[config.mk]
export PLATFORM = sky130hd
export DESIGN_NAME = v_block_scanner
export DESIGN_NICKNAME = d
export VERILOG_FILES = /design/src/rtl/v_block_scanner.sv
export SDC_FILE = /design/constraint.sdc
export NUM_CORES = 1
export LEC_CHECK = 0
export ABC_AREA = 1
export CAP_MARGIN = 25
export CORE_UTILIZATION = 50
export DETAILED_ROUTE_END_ITERATION = 10
export GPL_TIMING_DRIVEN = 0
export PLACE_DENSITY = 0.76
export SLEW_MARGIN = 20
export SYNTH_ARGS = -nofsm -noshare
export SYNTH_HDL_FRONTEND = slang
export SYNTH_SLANG_ARGS = --single-unit
export TNS_END_PERCENT = 1
[constraint.sdc]
create_clock -name iHSYNC_clk -period 1.8 [get_ports iHSYNC_clk]
set_input_delay 0.45 -clock iHSYNC_clk [delete_from_list [all_inputs] [get_ports iHSYNC_clk]]
set_output_delay 0.45 -clock iHSYNC_clk [all_outputs]
set_load 0.03 [all_outputs]
[src/rtl/v_block_scanner.sv]
// v_block_scanner: vertical line/block scanner for the backlight dimming path.
// Counts enabled line edges after reset, skips a top offset, then walks the
// active area as NUM_BLOCKS bands of BLOCK_LINES lines, flagging block starts
// and a sticky end-of-frame.
module v_block_scanner #(
   parameter int unsigned CNT_W       = 12,
   parameter int unsigned V_OFFSET    = 37,
   parameter int unsigned BLOCK_LINES = 72,
   parameter int unsigned NUM_BLOCKS  = 15,
   parameter int unsigned DUTY_W      = 7,
   parameter int unsigned BLK_W       = 4
) (
   input  logic              iHSYNC_clk,
   input  logic              iVSYNC_rst,
   input  logic              iEnable,
   output logic [CNT_W-1:0]  oV_Count,
   output logic [DUTY_W-1:0] oV_Block_Duty_Count,
   output logic [BLK_W-1:0]  oV_Block_Index,
   output logic              oBlock_Start,
   output logic              oActive,
   output logic              oFrame_Done
);

   // Parameter legality, evaluated at elaboration time.
   localparam longint unsigned CNT_MAX_L  = (64'd1 << CNT_W) - 64'd1;
   localparam longint unsigned FRAME_LEN  = 64'(V_OFFSET) + 64'(NUM_BLOCKS) * 64'(BLOCK_LINES);
   localparam int unsigned     DUTY_NEED  = 32'($clog2(BLOCK_LINES));
   localparam int unsigned     BLK_NEED   = 32'($clog2(NUM_BLOCKS));

   localparam bit PARAMS_OK = (CNT_W >= 32'd1) && (CNT_W <= 32'd63) &&
                              (V_OFFSET >= 32'd1) &&
                              (BLOCK_LINES >= 32'd2) &&
                              (NUM_BLOCKS >= 32'd1) &&
                              (DUTY_W >= DUTY_NEED) && (DUTY_W >= 32'd1) &&
                              (BLK_W >= BLK_NEED) && (BLK_W >= 32'd1) &&
                              (FRAME_LEN <= CNT_MAX_L);

   if (!PARAMS_OK) begin : g_param_error
      $error("v_block_scanner: illegal parameter combination");
   end

   // Terminal values used by the walk.
   localparam logic [CNT_W-1:0]  CNT_MAX    = '1;
   localparam logic [CNT_W-1:0]  OFFSET_END = CNT_W'(V_OFFSET - 32'd1);
   localparam logic [DUTY_W-1:0] DUTY_LAST  = DUTY_W'(BLOCK_LINES - 32'd1);
   localparam logic [BLK_W-1:0]  BLK_LAST   = BLK_W'(NUM_BLOCKS - 32'd1);

   typedef enum logic [1:0] {
      S_OFFSET = 2'd0,
      S_ACTIVE = 2'd1,
      S_DONE   = 2'd2
   } state_t;

   state_t              state_q,  state_d;
   logic [CNT_W-1:0]    cnt_q,    cnt_d;
   logic [DUTY_W-1:0]   duty_q,   duty_d;
   logic [BLK_W-1:0]    idx_q,    idx_d;
   logic                start_q,  start_d;
   logic                active_q, active_d;
   logic                done_q,   done_d;

   // State and output registers; reset clears everything immediately.
   always_ff @(posedge iHSYNC_clk or posedge iVSYNC_rst) begin
      if (iVSYNC_rst) begin
         state_q  <= S_OFFSET;
         cnt_q    <= '0;
         duty_q   <= '0;
         idx_q    <= '0;
         start_q  <= 1'b0;
         active_q <= 1'b0;
         done_q   <= 1'b0;
      end else begin
         state_q  <= state_d;
         cnt_q    <= cnt_d;
         duty_q   <= duty_d;
         idx_q    <= idx_d;
         start_q  <= start_d;
         active_q <= active_d;
         done_q   <= done_d;
      end
   end

   // Next-state and next-output logic; a hold edge only drops the start pulse.
   always_comb begin
      state_d  = state_q;
      cnt_d    = cnt_q;
      duty_d   = duty_q;
      idx_d    = idx_q;
      start_d  = 1'b0;
      active_d = active_q;
      done_d   = done_q;

      if (iEnable) begin
         cnt_d = (cnt_q == CNT_MAX) ? cnt_q : cnt_q + CNT_W'(1);

         unique case (state_q)
            S_OFFSET: begin
               duty_d   = '0;
               idx_d    = '0;
               active_d = 1'b0;
               if (cnt_q == OFFSET_END) begin
                  state_d  = S_ACTIVE;
                  active_d = 1'b1;
                  start_d  = 1'b1;
               end
            end
            S_ACTIVE: begin
               if (duty_q != DUTY_LAST) begin
                  duty_d = duty_q + DUTY_W'(1);
               end else if (idx_q != BLK_LAST) begin
                  duty_d  = '0;
                  idx_d   = idx_q + BLK_W'(1);
                  start_d = 1'b1;
               end else begin
                  state_d  = S_DONE;
                  duty_d   = '0;
                  active_d = 1'b0;
                  done_d   = 1'b1;
               end
            end
            S_DONE: begin
               // Frame finished; only the line counter keeps moving.
            end
            default: begin
               state_d = S_OFFSET;
            end
         endcase
      end
   end

   // Outputs come straight from registers.
   assign oV_Count            = cnt_q;
   assign oV_Block_Duty_Count = duty_q;
   assign oV_Block_Index      = idx_q;
   assign oBlock_Start        = start_q;
   assign oActive             = active_q;
   assign oFrame_Done         = done_q;

endmodule

==> out/summary.txt <==
Area Overhead vs Synth - 20.6%
post-synthesis simple-gate area fraction - 33.8%
CTS root buffer - clkbuf_4
Reg clk slew, reported paths - 150 ps
CP Capture Type - output pin
Synth cell types - 25
DRC violations left - 0
CP Max Fanout - 8
dpl ws - -147 ps
worst r2r path cells - 7
Placed Instance Area - 2070 sq um
crit-path cells - dlygate4sd2_1
number of hold buffers added after CTS - 0
global-route wire length before repair - 5780 microns
n_diodes - 0
syn nets - 234
Final Wtd Congestion - 0.869
crit path DAT - 1250 ps
PwrDens - 1010 nW/um^2
WL/cell - 11.3 microns
Worst Setup Path Type - reg2out
Synth Area in XOR/XNOR - 6.64%
HPWL Detailed - 2710 microns
status - complete, no violations
initial DRC count - 45
Setup TNS Final - 0 ps
largest net degree at the start of global routing - 18
Synth Instances - 226
Compound-Gate Fraction of Synth Area - 6.49%
via/cell ratio - 5.05
FILL cells - 308
most frequent cell after synthesis - nand2_1
Overflow after GRT - 0
hold crit path type - in2async
RR Startpoint - oV_Count[1]
DIE AREA - 3670 sq um
flops & latches, synth - 28
Post-synth ARST share - 100%
final wirelength - 3440 microns
Worst EP required - 1350 ps
Critical Path Source Type - flop
critical path depth - 1
clk_skew - 2.58 ps
hold violation count in the final report - 0
I/O pin cnt - 29
layout cells sized above 1 - 8.88%
period utilization - 94.3%
H-Tree Level Count - 1
core region area - 3150 sq um
mux contribution to synthesized area - 0%
r2r setup slk - 230 ps
worst reg2reg path endpoint - oV_Count[2]
top area cells in the synthesized netlist - dfrtp_1 (41%), nand2_1 (15%), nand3_1 (6.1%)
Synth Area per Inst - 7.59 sq um
crit path to - oV_Count[9]
Slew @ Worst Pin - 464 ps
Routed Antenna Nets - 0
Post-synth top cells - nand2_1 (68), dfrtp_1 (28), inv_1 (27), nor2_1 (26), nand3_1 (21)
Layout Cells excl Fill - 303
CTS Buf Count - 3
YS warnings - 0
# clock sinks - 28
Initial Util - 54.4%
highest cell delay on the worst timing path - 490 ps
Site Rows - 20
CTS tree - done
Worst-Skew Late Latency - 330 ps
share of the synthesized area in the top cell type - 40.8%
nets - 268
largest family of logic cells by synthesized area - simple AND/OR/NAND/NOR gates
Top FF cell, synth - dfrtp_1
CTS Buffer Depth - 2
PortBufs - 28
origin of the worst setup path - oV_Count[9]
Tmin final - 1700 ps
max_cap viols - 0
max-slew violation count - 0
design area - 2070 sq um
Final Worst Setup Slack - 102 ps
WP buf/inv - 1
number of global-route vias before repair - 1357
Worst slew margin - 69.0%
die height - 60.6 microns
worst vdd ir - 526 uV
endpoints failing setup - 0
hold slack final - 407 ps
family with the most delay on the worst path - flip-flops
Total GRT Usage - 21.1%
RSZ-0062 raised after global routing - false
vias - 1530
placed insts - 299
synthesized area - 1720 sq um
sequential area share after synthesis - 40.8%
slowest CP cell - dfrtp_1
leading area contributor after synthesis - dfrtp_1
drt first pass iters - 4
adder-cell area share of the yosys netlist - 3.65%
initial antenna violation count - 0
EDFF count, synth - 0
Leakage - 1.13 nW
die width - 60.6 microns
Fmax - 589 MHz
how the worst min path moves through the flow:
stage	from	end	slack, ps	cells past startpoint
2_1_floorplan	iVSYNC_rst	oActive	520	1
3_3_place_gp	oFrame_Done	oFrame_Done	460	1
3_5_place_dp	oFrame_Done	oFrame_Done	470	1
4_1_cts	iVSYNC_rst	oV_Count[0]	420	2
5_1_grt	iVSYNC_rst	oV_Block_Duty_Count[6]	460	2
6_report	iVSYNC_rst	oV_Count[8]	410	2
registers in the layout, summed over array words and instances (netlist names):
name                 count
oV_Count                12
oFrame_Done              1
oActive                  1
oV_Block_Index           4
state_q                  2
oV_Block_Duty_Count      7
oBlock_Start             1
cell type report:
| cell class | instances | area (sq um) | area share (%) |
|---|---|---|---|
| buffer | 3 | 37.5 | 1.81 |
| clock buffer | 4 | 36.3 | 1.75 |
| inverter | 29 | 109 | 5.26 |
| multi-input combinational | 166 | 868 | 42.0 |
| sequential | 28 | 701 | 33.9 |
| tap | 44 | 55.1 | 2.66 |
| timing repair buffer | 29 | 263 | 12.7 |
kinds of logic (layout without fill, tap and decap cells):
kind of cell	count (synthesis)	in the layout
AOI/OAI and AO/OA	16	16
xor gates and xnor gates	13	13
adders and majority gates	5	5
buffers and inverters	32	65
DFF	28	28
and+or+nand+nor	132	132
timing repair:
action | in CTS | in global routing
endpoints found under the setup margin | 26 | 0
setup buffers | 0 | 0
gates resized for setup | 26 | 0
placed cells by master, fill, tap and decap left out, types with 2 or more instances in the layout:
master | Yosys | routed
nand2_1 | 68 | 68
dfrtp_1 | 28 | 28
inv_1 | 27 | 27
nor2_1 | 26 | 26
dlygate4sd2_1 | 0 | 26
nand3_1 | 21 | 21
xor2_1 | 10 | 10
o21ai_0 | 8 | 8
nand4_1 | 7 | 7
ha_1 | 5 | 5
nand2_2 | 3 | 3
a21oi_1 | 3 | 3
xnor2_1 | 3 | 3
clkbuf_4 | 0 | 3
inv_2 | 2 | 2
nand3_2 | 2 | 2
buf_6 | 2 | 2
nor2_2 | 2 | 2
buf_8 | 1 | 2
clkdlybuf4s50_1 | 0 | 2
report_power, final:
group          leakage (nW)  internal, W  total (W)  switching (W)
clock network        0.0210     0.000124   0.000309       0.000185
registers             0.363     0.000749   0.000896       0.000147
logic                 0.746     0.000322   0.000891       0.000569
metrics by stage:
stage          util, %  power [W]
3_5_place_dp      65.5    0.00190
6_report          65.6    0.00210
5_1_grt           65.6    0.00225
4_1_cts           65.6    0.00212
3_3_place_gp      65.0    0.00187
2_1_floorplan        -    0.00155
layer usage:
layer	up-vias	track usage [%]	wire length, microns
met3	2	3.84	145
li1	780	-	-
met2	28	32.8	1480
met4	0	4.55	22
met5	-	0	0
met1	720	30.9	1790
No activity file was read; power rests on OpenSTA's default activity.
